$ cat config.mk
export PLATFORM = sky130hd
export DESIGN_NAME = imem_param_flat
export DESIGN_NICKNAME = d
export VERILOG_FILES = /design/src/rtl/imem_param_if.sv /design/src/rtl/imem_param.sv /design/src/flat_wrapper.sv
export SDC_FILE = /design/constraint.sdc
export NUM_CORES = 1
export LEC_CHECK = 0
export BUFFER_PORTS_ARGS = -buffer_cell sky130_fd_sc_hd__buf_2
export CAP_MARGIN = 20
export CORE_UTILIZATION = 60
export DETAILED_ROUTE_END_ITERATION = 8
export HOLD_SLACK_MARGIN = 0.12
export PLACE_DENSITY = 0.77
export SLEW_MARGIN = 20
export SYNTH_ARGS = -nofsm -noshare
export SYNTH_HDL_FRONTEND = slang
export SYNTH_SLANG_ARGS = --single-unit
$ cat constraint.sdc
create_clock -name clk -period 4.9 [get_ports clk]
set_clock_uncertainty 0.2 [all_clocks]
set_input_delay 0.735 -clock clk [delete_from_list [all_inputs] [get_ports clk]]
set_output_delay 0.735 -clock clk [all_outputs]
set_load 0.01 [all_outputs]
$ cat src/rtl/imem_param_if.sv
// Load/fetch bus for the parameterized instruction memory.
// The master drives load words and fetch requests; the slave is the memory.
interface imem_param_if #(
  parameter int unsigned DATA_W = 36,
  parameter int unsigned DEPTH  = 32
);
  localparam int unsigned ADDR_W = $clog2(DEPTH);
  localparam int unsigned CNT_W  = ADDR_W + 1;

  logic              load_start;
  logic              load_valid;
  logic [DATA_W-1:0] load_data;
  logic              load_last;
  logic              load_ready;
  logic              load_done;
  logic [CNT_W-1:0]  load_count;
  logic              fetch_req;
  logic [ADDR_W-1:0] fetch_addr;
  logic              fetch_stall;
  logic              fetch_valid;
  logic [DATA_W-1:0] fetch_inst;
  logic              fetch_err;
  logic [1:0]        mode;

  modport master (
    output load_start, load_valid, load_data, load_last,
    output fetch_req, fetch_addr, fetch_stall,
    input  load_ready, load_done, load_count,
    input  fetch_valid, fetch_inst, fetch_err, mode
  );

  modport slave (
    input  load_start, load_valid, load_data, load_last,
    input  fetch_req, fetch_addr, fetch_stall,
    output load_ready, load_done, load_count,
    output fetch_valid, fetch_inst, fetch_err, mode
  );
endinterface

$ cat src/rtl/imem_param.sv
// Parameterized instruction memory: burst load port (IDLE/LOAD/RUN) and a
// single-cycle-latency fetch port with stall hold and out-of-range flagging.
module imem_param #(
  parameter int unsigned DATA_W = 36,
  parameter int unsigned DEPTH  = 32
) (
  input logic         clk,
  input logic         rst_n,
  imem_param_if.slave bus
);
  localparam int unsigned ADDR_W = $clog2(DEPTH);
  localparam int unsigned CNT_W  = ADDR_W + 1;

  typedef enum logic [1:0] {
    IDLE = 2'b00,
    LOAD = 2'b01,
    RUN  = 2'b10
  } state_t;

  state_t            state_q, state_nx;
  logic [ADDR_W-1:0] wptr_q;
  logic [CNT_W-1:0]  count_q;
  logic              ready_q, done_q, valid_q, err_q;
  logic [DATA_W-1:0] inst_q;
  logic [DATA_W-1:0] mem [DEPTH];

  logic accept_c, last_c, enter_load_c, run_hold_c, oob_c;

  // Next-state and load/fetch qualifiers.
  always_comb begin
    state_nx = state_q;
    accept_c = 1'b0;
    last_c   = 1'b0;
    unique case (state_q)
      IDLE: if (bus.load_start) state_nx = LOAD;
      LOAD: begin
        accept_c = bus.load_valid;
        last_c   = bus.load_last || (wptr_q == ADDR_W'(DEPTH - 1));
        if (accept_c && last_c) state_nx = RUN;
      end
      RUN:  if (bus.load_start) state_nx = LOAD;
      default: state_nx = IDLE;
    endcase
    enter_load_c = (state_q != LOAD) && (state_nx == LOAD);
    // A reload request in RUN kills any fetch result, stalled or not.
    run_hold_c   = (state_q == RUN) && (state_nx == RUN);
    oob_c        = 32'(bus.fetch_addr) >= DEPTH;
  end

  always_ff @(posedge clk or negedge rst_n) begin
    if (!rst_n) begin
      state_q <= IDLE;
      wptr_q  <= '0;
      count_q <= '0;
      ready_q <= 1'b0;
      done_q  <= 1'b0;
      valid_q <= 1'b0;
      err_q   <= 1'b0;
      inst_q  <= '0;
    end else begin
      state_q <= state_nx;
      ready_q <= (state_nx == LOAD);
      done_q  <= accept_c && last_c;

      if (enter_load_c) begin
        wptr_q  <= '0;
        count_q <= '0;
      end else if (accept_c) begin
        wptr_q  <= wptr_q + ADDR_W'(1);
        count_q <= count_q + CNT_W'(1);
      end

      if (!run_hold_c) begin
        valid_q <= 1'b0;
        err_q   <= 1'b0;
      end else if (!bus.fetch_stall) begin
        valid_q <= bus.fetch_req;
        err_q   <= bus.fetch_req && oob_c;
        if (bus.fetch_req) inst_q <= oob_c ? '0 : mem[bus.fetch_addr];
      end
    end
  end

  // Storage is intentionally not reset.
  always_ff @(posedge clk) begin
    if (accept_c) mem[wptr_q] <= bus.load_data;
  end

  assign bus.mode        = state_q;
  assign bus.load_ready  = ready_q;
  assign bus.load_done   = done_q;
  assign bus.load_count  = count_q;
  assign bus.fetch_valid = valid_q;
  assign bus.fetch_inst  = inst_q;
  assign bus.fetch_err   = err_q;
endmodule
$ cat src/flat_wrapper.sv
// flat-port wrapper written by rule: the top's interface ports become plain ports
module imem_param_flat 
#(
  parameter int unsigned DATA_W = 36,
  parameter int unsigned DEPTH  = 32
)
  (clk, rst_n, bus_load_start, bus_load_valid, bus_load_data, bus_load_last, bus_fetch_req, bus_fetch_addr, bus_fetch_stall, bus_load_ready, bus_load_done, bus_load_count, bus_fetch_valid, bus_fetch_inst, bus_fetch_err, bus_mode);
  imem_param_if #(.DATA_W(DATA_W), .DEPTH(DEPTH)) bus_i ();
  input logic clk;
  input logic rst_n;
  input wire logic [$bits(bus_i.load_start)-1:0] bus_load_start;
  input wire logic [$bits(bus_i.load_valid)-1:0] bus_load_valid;
  input wire logic [$bits(bus_i.load_data)-1:0] bus_load_data;
  input wire logic [$bits(bus_i.load_last)-1:0] bus_load_last;
  input wire logic [$bits(bus_i.fetch_req)-1:0] bus_fetch_req;
  input wire logic [$bits(bus_i.fetch_addr)-1:0] bus_fetch_addr;
  input wire logic [$bits(bus_i.fetch_stall)-1:0] bus_fetch_stall;
  output wire logic [$bits(bus_i.load_ready)-1:0] bus_load_ready;
  output wire logic [$bits(bus_i.load_done)-1:0] bus_load_done;
  output wire logic [$bits(bus_i.load_count)-1:0] bus_load_count;
  output wire logic [$bits(bus_i.fetch_valid)-1:0] bus_fetch_valid;
  output wire logic [$bits(bus_i.fetch_inst)-1:0] bus_fetch_inst;
  output wire logic [$bits(bus_i.fetch_err)-1:0] bus_fetch_err;
  output wire logic [$bits(bus_i.mode)-1:0] bus_mode;
  assign bus_i.load_start = bus_load_start;
  assign bus_i.load_valid = bus_load_valid;
  assign bus_i.load_data = bus_load_data;
  assign bus_i.load_last = bus_load_last;
  assign bus_i.fetch_req = bus_fetch_req;
  assign bus_i.fetch_addr = bus_fetch_addr;
  assign bus_i.fetch_stall = bus_fetch_stall;
  assign bus_load_ready = bus_i.load_ready;
  assign bus_load_done = bus_i.load_done;
  assign bus_load_count = bus_i.load_count;
  assign bus_fetch_valid = bus_i.fetch_valid;
  assign bus_fetch_inst = bus_i.fetch_inst;
  assign bus_fetch_err = bus_i.fetch_err;
  assign bus_mode = bus_i.mode;
  imem_param #(.DATA_W(DATA_W), .DEPTH(DEPTH)) u_core (.clk(clk), .rst_n(rst_n), .bus(bus_i));
endmodule
==> flow_summary.ini <==
[power]
p_leak_nw = 18.7
p_per_area_mw_per_mm2 = 424
ir_worst_vdd_mv = 0.365

[worst_setup_path]
path_cells = and3b_1, nand2_1, nor2_4, buf_4
r2r-start = u_core.bus.mode[0]$_DFF_PN0_
crit_path_end = u_core.mem[16][6]$_DFFE_PP_
worst-setup-path-type = reg -> reg
crit_path_start_kind = flop
cp-startpoint = u_core.bus.mode[0]$_DFF_PN0_
critPathCaptureType = flop
r2r_end = u_core.mem[16][6]$_DFFE_PP_
path_max_fanout = 20
slowest_stage = nor2_4
crit_required_ns = 5.04
r2r_slack_ns = 1.43
arrival_ns = 3.61
worst-r2r-cell-count = 4
critical-path-max-stage-delay_ns = 0.80

[layout]
fillers = 4825
fin_cells = 3801
layout-drive-gt1-share = 0.164
layout.nets = 2714
final_area_mm2 = 0.0530
antennaDiodeCount = 0
regArea_mm2 = 0.0359
multi_input_area_mm2 = 0.0104
areaGrowthSynthToFinish_pct = 13.1

[clock_network]
clock_latency_ns = 0.70
cts_sinks = 1204
ctsHtreeMaxLevel = 3
numCtsBuffers = 114
cts_setup_buffers = 0
cts_tree = done
cts_buffer_depth = 3
clockRootBuffer = clkbuf_16
path_clk_slew_ns = 0.06

[synth]
synthCells = 2514
netlist_area_mm2 = 0.0469
synthFlopType = edfxtp_1
syn_nets = 2568
synth_top_cell_area_share = 0.738
synth_area_leaders = edfxtp_1 74%, mux2i_1 12%, dfrtp_1 2.8%
avgSynthCellArea_um2 = 18.6
synth_edf_count = 1152
synth.largest_area_cell = edfxtp_1
ys_seq_area_frac = 0.766
yosysWarnings = 0
yosysUniqueCellTypes = 38
async_reset_ff_frac = 0.0432
ys_ff_latch = 1204

[timing]
rsz0062_at_grt = no
max_slew.worst_pin.slew_ns = 1.08
hold_viol = 0
fin_crit_sh = 0.708
fmax_mhz = 288
slew_headroom = 0.279
slew_viol_final = 0
setup_viol = 0
period_needed_ns = 3.47
tns_ns = 0
whs_ns = 0.163

[floorplanning]
core_area_mm2 = 0.0773
start_util = 0.606
ios = 96
core.rowCount = 102
chipHeight_um = 281
die_w_um = 281
dieArea_mm2 = 0.0792

[global_route]
grt-ovfl-total = 0
grt_max_degree = 58
antenna_found_initial = 1
track_usage = 0.287
grt_pass1_wl_um = 163000
grt_pass1_vias = 25100

[detailed_routing]
postRouteAntennaNets = 0
drcViolationCount = 0
via_count = 24900
firstDrtPassIters = 6
wl_per_cell_um = 29.5
finalWirelength_um = 112000
via_per_inst = 6.54
drt_iter0_drc = 2835

[place]
place.gp.congestion = 0.799
io_buffers = 94
dp_hpwl_um = 62600
placed_cells = 3582
detailed_place.area_mm2 = 0.0491

[worst_hold_path]
min_path_cells = 3
hp-class = in -> reg

[flow_run]
drv_cap = 0

[run_status]
status = complete, no violations
how the worst min path moves through the flow:
stage / to / startpoint
4_1_cts: u_core.bus.fetch_valid$_DFFE_PN0P_ / bus_fetch_req
5_1_grt: u_core.bus.fetch_valid$_DFFE_PN0P_ / bus_fetch_req
3_5_place_dp: u_core.bus.fetch_inst[26]$_DFFE_PN0P_ / u_core.bus.fetch_inst[26]$_DFFE_PN0P_
2_1_floorplan: u_core.bus.fetch_inst[0]$_DFFE_PN0P_ / rst_n
3_3_place_gp: u_core.bus.fetch_inst[26]$_DFFE_PN0P_ / u_core.bus.fetch_inst[26]$_DFFE_PN0P_
6_report: u_core.bus.fetch_valid$_DFFE_PN0P_ / bus_fetch_req
cell type report:
type,count,share of cell area
Tap cell,1040,0.0245
Clock inverter,52,0.0114
Timing Repair Buffer,187,0.0299
Sequential cell,1204,0.677
Clock buffer,165,0.0614
Multi-Input combinational cell,1151,0.195
Inverter,2,0.000142
where the power goes:
part           leakage (nW)  total, mW  switching [mW]  internal [mW]
logic                  5.79       1.73            1.11          0.621
clock network          1.89       8.94            3.69           5.25
registers              11.0       11.8           0.194           11.6
cell usage after synthesis, drive strengths merged (6+ instances only):
cell type and count:
buf 71, a22o 72, nor2 47, clkbuf 86
edfxtp 1152, a22oi 144, ha 6, o41ai 36
o22ai 36, nand2 51, a221oi 72, dfrtp 52
a21oi 72, mux2i 577
kinds of logic after synthesis:
logic type      after synthesis  synth area share
compound gates              435            0.0774
xor+xnor                      8           0.00150
fa+ha+maj                     6           0.00160
buf+inv                     159            0.0186
flops                      1204             0.766
mux                         577             0.123
other cells                   1         0.0000800
simple gates                124            0.0115
through the flow:
stage | setup slack, ns | power (mW) | util
detailed placement | 1.15 | 13.7 | 0.635
CTS | 1.52 | 22.5 | 0.685
finish | 1.43 | 22.5 | 0.685
global placement | 1.24 | 13.6 | 0.635
global route | 1.35 | 23.0 | 0.685
floorplan | 1.15 | 12.9 | -
placed cells by master (no fill, tap or decap), types with 36 or more instances in the layout:
cell,n
mux2i_1,577
buf_2,92
edfxtp_1,1152
a22oi_1,144
buf_4,60
nand2_1,50
o41ai_2,36
o22ai_1,36
dfrtp_1,52
a21oi_1,72
clkbuf_16,116
a221oi_1,57
a22o_1,72
critical path: cells and delay by family (launching register included):
family	cells	cell delay [ns]
and+or+nand+nor	3	1.99
DFF	1	0.46
buffers and inverters	1	0.47
registers in the layout, indices dropped and copies added (netlist names):
name                    count
u_core.bus.fetch_inst      36
u_core.bus.fetch_valid      1
u_core.bus.load_count       6
u_core.bus.load_done        1
u_core.bus.load_ready       1
u_core.bus.mode             2
u_core.mem               1152
u_core.wptr_q               5
per-layer routing:
metal / wire length (um) / GRT usage / share of wire
met2: 54000 / 0.463 / 0.48
met3: 9200 / 0.0415 / 0.082
met5: 13 / 0 / 0.00012
met4: 4350 / 0.117 / 0.039
met1: 44500 / 0.397 / 0.40
what timing repair did:
action                                  in CTS  in global routing
gates resized for setup                      0                  0
hold buffers                                 2                  0
hold endpoints to repair                    53                  0
endpoints found under the setup margin       0                  0
(Power assumes the default switching activity.)
